## src/rtl/serial_rx_pkg.sv

```systemverilog
// rtl/serial_rx_pkg.sv - shared symbols and FSM states for the CPU print-stream receiver
package InstructionStruct;

    localparam logic [6:0] RX_IDLE_CHAR  = 7'h7F;
    localparam logic [6:0] RX_START_CHAR = 7'h00;

    typedef enum logic [1:0] {
        RX_HUNT,
        RX_IDLE,
        RX_FRAME
    } rx_state_t;

endpackage

```

## src/rtl/serial_rx_fifo.sv

```systemverilog
// rtl/serial_rx_fifo.sv - first-word-fall-through character FIFO with drop reporting
module char_fifo #(
    parameter int WIDTH = 8,
    parameter int DEPTH = 16
) (
    input  logic                   clk,
    input  logic                   reset,
    input  logic                   push,
    input  logic [WIDTH-1:0]       push_data,
    input  logic                   pop,
    output logic [WIDTH-1:0]       head,
    output logic                   empty,
    output logic [$clog2(DEPTH):0] fill,
    output logic                   drop
);

    localparam int AW = $clog2(DEPTH);

    logic [WIDTH-1:0] mem [DEPTH];
    logic [AW-1:0]    wr_ptr;
    logic [AW-1:0]    rd_ptr;
    logic             full;
    logic             do_push;
    logic             do_pop;

    assign empty   = (fill == '0);
    assign full    = (fill == (AW+1)'(DEPTH));
    assign do_pop  = pop & ~empty;
    // A full FIFO still takes a push when the head leaves in the same cycle.
    assign do_push = push & (~full | do_pop);
    assign drop    = push & ~do_push;
    assign head    = empty ? '0 : mem[rd_ptr];

    always_ff @(posedge clk) begin
        if (do_push) begin
            mem[wr_ptr] <= push_data;
        end
    end

    always_ff @(posedge clk) begin
        if (reset) begin
            wr_ptr <= '0;
            rd_ptr <= '0;
            fill   <= '0;
        end else begin
            if (do_push) begin
                wr_ptr <= wr_ptr + 1'b1;
            end
            if (do_pop) begin
                rd_ptr <= rd_ptr + 1'b1;
            end
            if (do_push && !do_pop) begin
                fill <= fill + 1'b1;
            end else if (!do_push && do_pop) begin
                fill <= fill - 1'b1;
            end
        end
    end

endmodule

```

## src/rtl/serial_rx.sv

```systemverilog
// rtl/serial_rx.sv - framing receiver for the CPU tx stream feeding a tagged FWFT FIFO
module serial_rx
    import InstructionStruct::*;
#(
    parameter int DEPTH  = 16,
    parameter int CWIDTH = 7
) (
    input  logic                   clk,
    input  logic                   reset,
    input  logic [CWIDTH-1:0]      rx_in,
    output logic [CWIDTH-1:0]      rx_data,
    output logic                   rx_last,
    output logic                   rx_valid,
    input  logic                   rx_ready,
    output logic [$clog2(DEPTH):0] fill,
    output logic [15:0]            msg_count,
    output logic                   overflow,
    output logic                   frame_err
);

    localparam logic [CWIDTH-1:0] IDLE_SYM  = CWIDTH'(RX_IDLE_CHAR);
    localparam logic [CWIDTH-1:0] START_SYM = CWIDTH'(RX_START_CHAR);

    rx_state_t         state;
    logic [CWIDTH-1:0] pend;
    logic              pend_v;
    logic              push;
    logic              push_last;
    logic              end_msg;
    logic              fifo_empty;
    logic              fifo_drop;
    logic [CWIDTH:0]   fifo_head;

    // The held character leaves on whatever symbol follows it; a framing symbol marks it last.
    always_comb begin
        push      = 1'b0;
        push_last = 1'b0;
        end_msg   = 1'b0;
        if (state == RX_FRAME && pend_v) begin
            push = 1'b1;
            if (rx_in == IDLE_SYM || rx_in == START_SYM) begin
                push_last = 1'b1;
                end_msg   = 1'b1;
            end
        end
    end

    char_fifo #(
        .WIDTH (CWIDTH + 1),
        .DEPTH (DEPTH)
    ) u_fifo (
        .clk       (clk),
        .reset     (reset),
        .push      (push),
        .push_data ({push_last, pend}),
        .pop       (rx_ready),
        .head      (fifo_head),
        .empty     (fifo_empty),
        .fill      (fill),
        .drop      (fifo_drop)
    );

    assign rx_valid = ~fifo_empty;
    assign rx_data  = fifo_head[CWIDTH-1:0];
    assign rx_last  = fifo_head[CWIDTH];

    always_ff @(posedge clk) begin
        if (reset) begin
            state     <= RX_HUNT;
            pend      <= '0;
            pend_v    <= 1'b0;
            msg_count <= '0;
            overflow  <= 1'b0;
            frame_err <= 1'b0;
        end else begin
            frame_err <= 1'b0;
            if (fifo_drop) begin
                overflow <= 1'b1;
            end
            if (end_msg) begin
                msg_count <= msg_count + 16'd1;
            end
            case (state)
                RX_HUNT: begin
                    if (rx_in == IDLE_SYM) begin
                        state <= RX_IDLE;
                    end
                end
                RX_IDLE: begin
                    if (rx_in == START_SYM) begin
                        state  <= RX_FRAME;
                        pend_v <= 1'b0;
                    end else if (rx_in != IDLE_SYM) begin
                        frame_err <= 1'b1;
                        state     <= RX_HUNT;
                    end
                end
                RX_FRAME: begin
                    if (rx_in == IDLE_SYM) begin
                        pend_v <= 1'b0;
                        state  <= RX_IDLE;
                    end else if (rx_in == START_SYM) begin
                        frame_err <= 1'b1;
                        pend_v    <= 1'b0;
                    end else begin
                        pend   <= rx_in;
                        pend_v <= 1'b1;
                    end
                end
                default: state <= RX_HUNT;
            endcase
        end
    end

endmodule
```

## config.mk

```make
export PLATFORM = sky130hd
export DESIGN_NAME = serial_rx
export DESIGN_NICKNAME = d
export VERILOG_FILES = /design/src/rtl/serial_rx_pkg.sv /design/src/rtl/serial_rx_fifo.sv /design/src/rtl/serial_rx.sv
export SDC_FILE = /design/constraint.sdc
export NUM_CORES = 1
export LEC_CHECK = 0
export CAP_MARGIN = 15
export CORE_ASPECT_RATIO = 0.9
export CORE_UTILIZATION = 54
export DETAILED_ROUTE_END_ITERATION = 7
export GPL_TIMING_DRIVEN = 0
export PLACE_DENSITY = 0.75
export SLEW_MARGIN = 40
export SYNTH_ARGS = -nofsm -noshare
export SYNTH_HDL_FRONTEND = slang
export SYNTH_HIERARCHICAL = 1
export SYNTH_SLANG_ARGS = --single-unit
```

## constraint.sdc

```tcl
create_clock -name clk -period 2.9 [get_ports clk]
set_input_delay 0.725 -clock clk [delete_from_list [all_inputs] [get_ports clk]]
set_output_delay 0.725 -clock clk [all_outputs]
set_load 0.01 [all_outputs]
```

==> flow_metrics.py, run 1 <==
metrics = {
    "status": {
        "status": "finished with violations",
        "violations": "DRC",
    },
    "power": {
        "irDropWorstVdd_v": 0.000455,
        "clkPwrFrac_pct": 41.8,
        "switching_share_pct": 23.5,
        "powerDensity_nw_per_um2": 641,
        "p_comb_share_pct": 10.7,
        "leakage_nw": 3.11,
        "power_mw": 5.62,
        "switching_power_mw": 1.32,
        "power_frac_seq_pct": 47.5,
        "intPower_mw": 4.30,
    },
    "placement": {
        "gp_congestion": 0.827,
        "hpwl_mm": 9.50,
        "portBuffers": 40,
        "dp.cells": 678,
    },
    "timing": {
        "hold_violations": 0,
        "slew_viol_final": 0,
        "setup_viol": 0,
        "slew_headroom_pct": 46.3,
        "rsz0062_at_grt": "true",
        "post-route-min-period_ns": 2.86,
        "finalCritPeriodShare_pct": 98.7,
        "fin_skew_ns": 0.0122,
        "worstMarginPinSlew_ns": 0.806,
        "fmax_ghz": 0.349,
    },
    "drt": {
        "drc": 2,
        "first_iter_violations": 362,
        "viasPerCell": 5.95,
        "routed_wl_mm": 14.5,
        "antenna_left": 0,
        "wl_per_cell_um": 20.3,
        "dr.pass1.iters": 7,
        "vias": 4246,
    },
    "logic_synthesis": {
        "async_flop_share_pct": 0,
        "netlist-cell-type-count": 52,
        "yosys-top-cells-count": "edfxtp_1, dfxtp_1, nor2_1",
        "synth_top_area_share_pct": 52.3,
        "synthMostInstantiatedCell": "edfxtp_1",
        "seq_area_frac_synth_pct": 64.5,
        "synth_flop_cell": "edfxtp_1",
        "synth_area_um2": 7350,
        "synthTopCellsByArea": "edfxtp_1, dfxtp_1, mux4_2, mux4_1, ha_1",
        "synth-edff-count": 128,
        "yosys_register_bits": 173,
        "yosys_warnings": 6,
        "syn_nets": 495,
        "synth_cells": 470,
        "synth_top_area_cell": "edfxtp_1",
        "syn_avg_cell_area_um2": 15.6,
    },
    "clock_tree": {
        "cts_max_level": 4,
        "cts.sinks": 173,
        "cts_buffer_depth": 2,
        "root_buffer": "clkbuf_16",
        "tritoncts": "yes",
        "postCtsHoldBufs": 0,
        "cts_made_buffers": 17,
        "clock_latency_ns": 0.43,
        "clk_pin_slew_ns": 0.06,
    },
    "grt": {
        "antenna_found_initial": 0,
        "grt.overflow.total": 0,
        "grt_pass1_wl_mm": 23.0,
        "grt_pass1_vias": 4277,
        "track_usage_pct": 21.9,
        "grt_max_degree": 19,
    },
    "worst_setup_path": {
        "cp.required_ns": 2.17,
        "path_class": "flop to output pin",
        "cp.arrival_ns": 2.14,
        "rrSetupSlack_ns": 0.11,
        "cp-endpoint": "rx_data[2]",
        "slowest_stage": "mux4_1",
        "start_kind": "flop",
        "crit_chain": "buf_8, buf_12, mux4_1, nor2b_1, a211oi_2, a211oi_1, buf_2",
        "crit_fanout": 6,
        "ff2ff_path_depth": 10,
        "cpPeakStageDelay_ns": 0.53,
        "endpoint_kind": "output pin",
        "r2r_start": "u_fifo/fill[3]",
        "r2r-end": "u_fifo/fill[4]",
    },
    "die": {
        "die_area_um2": 14100,
        "die-height_um": 113,
        "initial_utilization_pct": 55.2,
        "num_rows": 40,
        "coreArea_um2": 13300,
        "num_io_pins": 42,
        "die_x_um": 125,
    },
    "run": {
        "drv_cap": 0,
    },
    "layout": {
        "final_cells": 714,
        "num_antenna_cells": 0,
        "layout-drive-gt1-share_pct": 23.4,
        "final_nets": 558,
        "area_delta_synth_final_pct": 19.3,
    },
    "worst_hold_path": {
        "min_path_cells": 2,
        "hp-start": "overflow",
        "hold_class": "flop to flop",
    },
}
-- power by group through the flow --
stage	sequential, mW	combinational, mW	clock, mW
after floorplan	2.72	0.306	0
after global routing	2.67	0.646	2.47
final	2.67	0.602	2.35
after global placement	2.72	0.476	0
after detailed placement	2.72	0.488	0
after CTS	2.67	0.582	2.36
-- through the flow --
stage               hold WS, ns  setup WS, ns  instance area (um^2)  utilization, %  TNS, ns
global route              0.527       -0.0415                  8770            65.9   -0.169
CTS                       0.492       -0.0586                  8680            65.2   -0.159
finish                    0.504        0.0382                  8770            65.9        0
global placement          0.454        -0.486                  7960            59.8    -2.54
floorplan                 0.474         0.108                  7350               -        0
detailed placement        0.465        -0.560                  7960            59.8    -3.48
-- how the worst min path moves through the flow --
stage               end  slack, ns
2_1_floorplan    pend_v       0.47
3_3_place_gp   overflow       0.45
3_5_place_dp   overflow       0.47
4_1_cts        overflow       0.49
5_1_grt        overflow       0.53
6_report       overflow       0.50
-- critical path, delay by kind of cell, from the launching register on --
family                 cells  cell delay [ns]
buffers and inverters      3             0.42
flip-flops                 1             0.34
multiplexers               1             0.53
AO/OA/AOI/OAI              2             0.27
AND/OR/NAND/NOR            1             0.16
-- registers in the layout, summed over array words and instances, names as in the netlist, named ones only --
name / count
u_fifo/wr_ptr: 4
u_fifo/rd_ptr: 4
pend: 7
overflow: 1
state: 2
frame_err: 1
msg_count: 16
pend_v: 1
u_fifo/mem: 128
u_fifo/fill: 5
-- cell type report --
class,count,area (um^2)
well taps,168,210
plain buffers,25,199
inverters,10,41.3
flip-flops and latches,173,4750
clock inverters,15,185
repair buffers,45,430
multi-input cells,261,2530
fillers,954,4540
clock buffers,17,425
-- logic make-up after synthesis --
group,count (synthesis),share of synthesized area (%)
mux,46,12.3
xor+xnor,23,2.74
simple gates,121,8.54
buf+inv,36,2.54
flops,173,64.5
compound gates,56,6.69
fa+ha+maj,15,2.66
-- per-layer routing --
layer,vias up,part of all wire [%],track usage (%)
li1,1949,-,-
met1,2141,45,30.2
met2,138,48,34.9
met3,18,5.7,5.15
met4,0,1.1,6.75
met5,-,0,0
-- cell usage in the layout, fill, tap and decap left out, drive strengths merged, types with 2 or more instances in the layout --
master | synthesis | routed
clkinvlp | 0 | 3
clkinv | 0 | 5
a2111oi | 8 | 8
and4 | 6 | 6
clkdlybuf4s50 | 0 | 31
and2 | 11 | 11
mux2i | 13 | 13
o21ai | 3 | 3
ha | 14 | 14
nor2 | 45 | 45
nand3 | 7 | 7
or2 | 2 | 2
mux4 | 32 | 32
xnor2 | 16 | 16
nor4 | 3 | 3
inv | 10 | 14
bufinv | 0 | 3
a32oi | 4 | 4
a211oi | 20 | 20
buf | 15 | 27
a21oi | 13 | 13
nor2b | 10 | 10
edfxtp | 128 | 128
nand2 | 18 | 18
xor2 | 7 | 7
nand4 | 4 | 4
o211ai | 4 | 4
clkbuf | 11 | 28
and3 | 7 | 7
nor3 | 2 | 2
dfxtp | 45 | 45
-- repair_timing --
item | in CTS | in global routing
gates cloned | 0 | 1
pin swaps | 5 | 4
setup endpoints to repair | 11 | 11
setup buffers | 3 | 1
hold endpoints to repair | 0 | 0
gates resized for setup | 65 | 20
Power figures use the tool's default switching activity.
==> run 2: changes to the inputs <==
--- a/config.mk
+++ b/config.mk
@@ -5,12 +5,11 @@
 export SDC_FILE = /design/constraint.sdc
 export NUM_CORES = 1
 export LEC_CHECK = 0
-export CAP_MARGIN = 15
-export CORE_ASPECT_RATIO = 0.9
+export CAP_MARGIN = 20
 export CORE_UTILIZATION = 54
 export DETAILED_ROUTE_END_ITERATION = 7
 export GPL_TIMING_DRIVEN = 0
-export PLACE_DENSITY = 0.75
+export PLACE_DENSITY = 0.73
 export SLEW_MARGIN = 40
 export SYNTH_ARGS = -nofsm -noshare
 export SYNTH_HDL_FRONTEND = slang
==> flow_metrics.py, run 2 (synthesis results as in run 1) <==
metrics = {
    "die": {
        "die_area_um2": 14100,
        "initial_utilization_pct": 55.5,
        "coreArea_um2": 13200,
        "die-height_um": 119,
        "die_x_um": 119,
        "num_io_pins": 42,
        "num_rows": 42,
    },
    "placement": {
        "portBuffers": 40,
        "hpwl_mm": 9.59,
        "gp_congestion": 0.797,
    },
    "timing": {
        "hold_violations": 0,
        "hold_slack_ns": 0.498,
        "setup_ws_ns": -0.00137,
        "worstMarginPinSlew_ns": 0.710,
        "slew_viol_final": 0,
        "post-route-min-period_ns": 2.90,
        "rsz0062_at_grt": "true",
        "fin_skew_ns": 0.0122,
        "setup_viol": 1,
        "slew_headroom_pct": 52.6,
        "fmax_ghz": 0.345,
        "finalCritPeriodShare_pct": 100,
    },
    "status": {
        "violations": "setup timing",
        "status": "finished with violations",
    },
    "worst_hold_path": {
        "hold_class": "flop to flop",
        "hp-start": "overflow",
    },
    "drt": {
        "antenna_left": 0,
        "first_iter_violations": 282,
        "wl_per_cell_um": 21.0,
        "drc": 0,
        "vias": 4233,
        "dr.pass1.iters": 4,
        "routed_wl_mm": 15.2,
        "viasPerCell": 5.84,
    },
    "clock_tree": {
        "tritoncts": "yes",
        "root_buffer": "clkbuf_16",
        "cts.sinks": 173,
        "cts_buffer_depth": 2,
        "cts_made_buffers": 17,
        "clk_pin_slew_ns": 0.06,
        "clock_latency_ns": 0.43,
        "postCtsHoldBufs": 0,
        "cts_max_level": 4,
    },
    "worst_setup_path": {
        "start_kind": "flop",
        "cp.required_ns": 2.17,
        "cp.arrival_ns": 2.18,
        "path_class": "flop to output pin",
        "endpoint_kind": "output pin",
        "crit_fanout": 6,
        "r2r_start": "u_fifo/fill[0]",
    },
    "power": {
        "powerDensity_nw_per_um2": 617,
        "irDropWorstVdd_v": 0.000559,
        "leakage_nw": 3.08,
        "power_mw": 5.42,
    },
    "layout": {
        "layout-drive-gt1-share_pct": 24.8,
        "final_nets": 561,
        "largest_reg_flops": 128,
        "area_delta_synth_final_pct": 19.4,
        "fillers": 957,
        "final_common_cell": "edfxtp_1",
        "regMostFlops": "u_fifo/mem",
        "layout_common_cells": "edfxtp_1, nor2_1, dfxtp_1",
        "num_antenna_cells": 0,
        "top_regs": "u_fifo/mem (128), msg_count (16), pend (7)",
    },
    "grt": {
        "grt_max_degree": 19,
        "antenna_found_initial": 0,
        "track_usage_pct": 23.1,
        "grt_pass1_wl_mm": 23.8,
        "grt_pass1_vias": 4363,
        "grt.overflow.total": 0,
    },
    "run": {
        "drv_cap": 0,
    },
}
## run 2: cell count changes in the layout (fill, tap and decap cells not counted), moves of 2 or more
cell and delta:
mux2i_2 +3, mux4_2 +5, bufinv_16 -2, a211oi_1 +2, buf_4 +2, a21oi_2 -2, buf_8 +2, mux4_1 -5
nor2b_1 -3, nor2b_4 +3, mux2i_1 -3, a211oi_2 -3, buf_6 -2
## run 2: worst paths after layout
check,end,slack [ns],depth (start not counted)
worst max-delay path,rx_data[2],-0.001,7
worst min-delay path,overflow,0.50,2
worst max register to register,u_fifo/fill[4],0.12,10
worst min register to register,overflow,0.50,2
## run 2: final cells by class
type	instances	area [um^2]	area share, %
inverter	10	41.3	0.470
clock buffer	18	429	4.89
tap	176	220	2.51
multi-input combinational	261	2530	28.8
timing repair buffer	48	467	5.32
sequential	173	4750	54.1
buffer	25	206	2.35
clock inverter	14	136	1.55
## run 2: routing by layer
layer  GRT usage, %  part of all wire (%)  vias up
li1               -                     -     1943
met5              0                     0        -
met2           36.4                    49      126
met1           31.3                    45     2141
met3           5.36                   5.1       23
met4           8.94                   1.8        0
## run 2: critical path: stages, from the launching register on
cell      delay (ns)
dfxtp_2         0.33
buf_8           0.14
buf_12          0.13
mux4_2          0.51
nor2b_4         0.16
a211oi_4        0.24
a211oi_2        0.08
buf_2           0.15
## run 2: where the power goes
group / switching, mW / total, mW / internal [mW]
logic: 0.312 / 0.590 / 0.278
registers: 0.0288 / 2.67 / 2.64
clock network: 0.957 / 2.16 / 1.20
total: 1.30 / 5.42 / 4.12
## run 2: what timing repair did
item,4_1_cts,5_1_grt
gates cloned,1,0
buffers inserted,4,3
pin swaps,10,7
gates resized for setup,76,23
setup endpoints to repair,11,10
## run 2: through the flow
stage	std cells	area, um^2	setup WS, ns	TNS (ns)	util (%)
global placement	686	7970	-0.498	-4.33	60.2
detailed placement	686	7970	-0.580	-5.56	60.2
CTS	722	8670	-0.0301	-0.0584	65.5
finish	725	8780	-0.00137	-0.00137	66.3
global route	725	8780	-0.0587	-0.252	66.3
floorplan	470	7350	0.108	0	-
==> run 3: changes to the inputs <==
--- a/config.mk
+++ b/config.mk
@@ -6,12 +6,12 @@
 export NUM_CORES = 1
 export LEC_CHECK = 0
 export CAP_MARGIN = 20
-export CORE_UTILIZATION = 54
+export CORE_UTILIZATION = 53
+export CTS_CLUSTER_DIAMETER = 60
 export DETAILED_ROUTE_END_ITERATION = 7
 export GPL_TIMING_DRIVEN = 0
-export PLACE_DENSITY = 0.73
+export PLACE_DENSITY = 0.72
 export SLEW_MARGIN = 40
 export SYNTH_ARGS = -nofsm -noshare
 export SYNTH_HDL_FRONTEND = slang
-export SYNTH_HIERARCHICAL = 1
 export SYNTH_SLANG_ARGS = --single-unit
==> flow_metrics.py, run 3 <==
metrics = {
    "layout": {
        "area_delta_synth_final_pct": 19.5,
        "largest_reg_flops": 128,
        "final_common_cell": "edfxtp_1",
        "layout-drive-gt1-share_pct": 24.1,
        "num_antenna_cells": 0,
        "regMostFlops": "u_fifo.mem",
        "final_area_um2": 8570,
        "final_nets": 544,
        "layout_common_cells": "edfxtp_1, dfxtp_1, nor2_1",
        "top_regs": "u_fifo.mem (128), msg_count (16), pend (7)",
        "fillers": 969,
        "finish.utilization_pct": 64.7,
    },
    "power": {
        "leakage_nw": 2.88,
        "irDropWorstVdd_v": 0.000375,
        "power_mw": 6.09,
        "powerDensity_nw_per_um2": 711,
    },
    "logic_synthesis": {
        "yosys_register_bits": 173,
        "synthSimpleGateAreaFrac_pct": 8.10,
        "yosys.area_share.adder_pct": 2.72,
        "yosys-top-cells-count": "edfxtp_1, dfxtp_1, nor2_1",
        "synthTopCellsByArea": "edfxtp_1, dfxtp_1, mux4_2, mux2i_1, ha_1",
        "synth_top_family_by_area": "multiplexers",
        "synth_top_area_cell": "edfxtp_1",
        "synthMostInstantiatedCell": "edfxtp_1",
        "synth_flop_cell": "edfxtp_1",
        "async_flop_share_pct": 0,
        "seq_area_frac_synth_pct": 66.2,
        "synth_cells": 457,
        "synth-edff-count": 128,
        "yosys_warnings": 0,
        "syn_avg_cell_area_um2": 15.7,
        "synthMuxAreaShare_pct": 12.9,
        "synth_area_um2": 7170,
        "netlist-cell-type-count": 47,
        "synth_compound_area_share_pct": 5.36,
        "syn_nets": 482,
        "synth_top_area_share_pct": 53.6,
        "synth_xor_area_share_pct": 2.93,
    },
    "grt": {
        "grt_max_degree": 19,
        "grt_use_met3_pct": 4.34,
        "grt_pass1_vias": 4158,
        "grt.overflow.total": 0,
        "use_met2_pct": 35.4,
        "use_met1_pct": 29.0,
        "antenna_found_initial": 0,
        "track_usage_pct": 21.8,
        "grt_pass1_wl_mm": 22.5,
        "grt-busiest-layer": "met2",
    },
    "die": {
        "die_area_um2": 14000,
        "num_io_pins": 42,
        "die_x_um": 118,
        "coreArea_um2": 13200,
        "num_rows": 42,
        "initial_utilization_pct": 54.1,
        "die-height_um": 118,
    },
    "clock_tree": {
        "cts.sinks": 173,
        "cts_max_level": 4,
        "cts_made_buffers": 17,
        "root_buffer": "clkbuf_16",
        "clk_pin_slew_ns": 0.07,
        "clock_latency_ns": 0.44,
        "tritoncts": "yes",
        "cts_buffer_depth": 2,
        "postCtsHoldBufs": 0,
    },
    "timing": {
        "post-route-min-period_ns": 2.86,
        "setup_viol": 0,
        "finalCritPeriodShare_pct": 98.5,
        "tns_ns": 0,
        "fmax_ghz": 0.350,
        "slew_headroom_pct": 44.4,
        "worstMarginPinSlew_ns": 0.831,
        "hold_violations": 0,
        "rsz0062_at_grt": "true",
        "slew_viol_final": 0,
        "fin_skew_ns": 0.0106,
        "setup_ws_ns": 0.0426,
    },
    "worst_setup_path": {
        "endpoint_kind": "output pin",
        "crit_fanout": 6,
        "cp.required_ns": 2.17,
        "slowest_stage": "mux4_2",
        "start_kind": "flop",
        "path_buf_inv": 3,
        "cpPeakStageDelay_ns": 0.53,
        "crit_chain": "buf_12, buf_12, mux4_2, mux2i_2, o22ai_2, buf_2",
        "path_class": "flop to output pin",
        "critical_path.top_delay_family": "multiplexers",
        "r2r_start": "u_fifo.fill[1]",
        "cp.arrival_ns": 2.13,
        "cp_common_cell": "buf_12",
    },
    "drt": {
        "dr.pass1.iters": 4,
        "antenna_left": 0,
        "wl_per_cell_um": 19.9,
        "vias": 4006,
        "first_iter_violations": 418,
        "routed_wl_mm": 14.1,
        "drc": 0,
        "viasPerCell": 5.66,
    },
    "worst_hold_path": {
        "hold_class": "flop to flop",
        "hp-start": "u_fifo.rd_ptr[3]",
    },
    "run": {
        "drv_cap": 0,
    },
    "placement": {
        "gp_congestion": 0.766,
        "dpl_worst_slack_ns": -0.637,
        "portBuffers": 40,
        "placed_area_um2": 7820,
        "hpwl_mm": 9.04,
    },
    "status": {
        "status": "finished clean",
    },
}
[run 3: cell count changes after synthesis, moves of 7 or more]
cell	previous run	this run
a211oi_1	20	0
nand3_1	7	17
a21oi_1	12	20
and2_1	11	1
o22ai_1	0	8
and3_1	7	0
nand2_1	16	23
nor2b_1	10	0
mux4_1	11	0
mux4_2	21	32
a211oi_2	0	7
[run 3: area by class of cell]
| cell class | instances | area (um^2) | area share [%] |
|---|---|---|---|
| flip-flops and latches | 173 | 4750 | 55.4 |
| multi-input cells | 253 | 2400 | 28.0 |
| repair buffers | 46 | 435 | 5.08 |
| clock buffers | 18 | 429 | 5.01 |
| well taps | 176 | 220 | 2.57 |
| plain buffers | 19 | 153 | 1.78 |
| clock inverters | 14 | 145 | 1.69 |
| inverters | 9 | 33.8 | 0.394 |
[run 3: final timing paths]
path	to	slack, ns	cells past startpoint
setup / recovery	rx_data[2]	0.04	6
hold / removal	flop	0.50	2
setup reg to reg	u_fifo.fill[4]	0.12	11
hold reg to reg	flop	0.50	2
[run 3: logic make-up (layout without fill, tap and decap cells)]
family,Yosys count,in the layout
DFF,173,173
and+or+nand+nor,113,113
muxes,52,52
AOI/OAI and AO/OA,49,49
buffers and inverters,31,106
xor gates and xnor gates,24,24
adders and majority gates,15,15
[run 3: worst reg2reg max path: stages (launching register included)]
cell and delay (ns):
dfxtp_1 0.39, nor4_4 0.37, nand2b_4 0.16, nand2_2 0.16, ha_1 0.20, inv_1 0.11, fa_1 0.42, a21o_1 0.18
a21oi_1 0.19, xnor2_1 0.09, or3_1 0.31, a21oi_1 0.14
[run 3: power breakdown]
group / leakage, nW / internal, mW / switching [mW] / total (mW)
clock: 0.277 / 1.27 / 0.956 / 2.22
sequential: 1.71 / 2.66 / 0.0723 / 2.74
combinational: 0.885 / 0.568 / 0.559 / 1.13
[run 3: what timing repair did]
action / in CTS / in global routing
resized for setup: 54 / 8
pin swaps: 5 / 1
hold endpoints to repair: 0 / 0
setup endpoints to repair: 9 / 5
setup buffers: 5 / 1
[run 3: per-layer routing]
metal  wire length [um]  vias up
met5                  0        -
met4                229        0
met3                684       20
met2               7040      108
met1               6150     1998
li1                   -     1880
[run 3: stage by stage]
step / cells / hold WS (ns)
floorplan: 457 / 0.459
global placement: 673 / 0.480
detailed placement: 673 / 0.487
CTS: 707 / 0.497
global route: 708 / 0.552
finish: 708 / 0.500
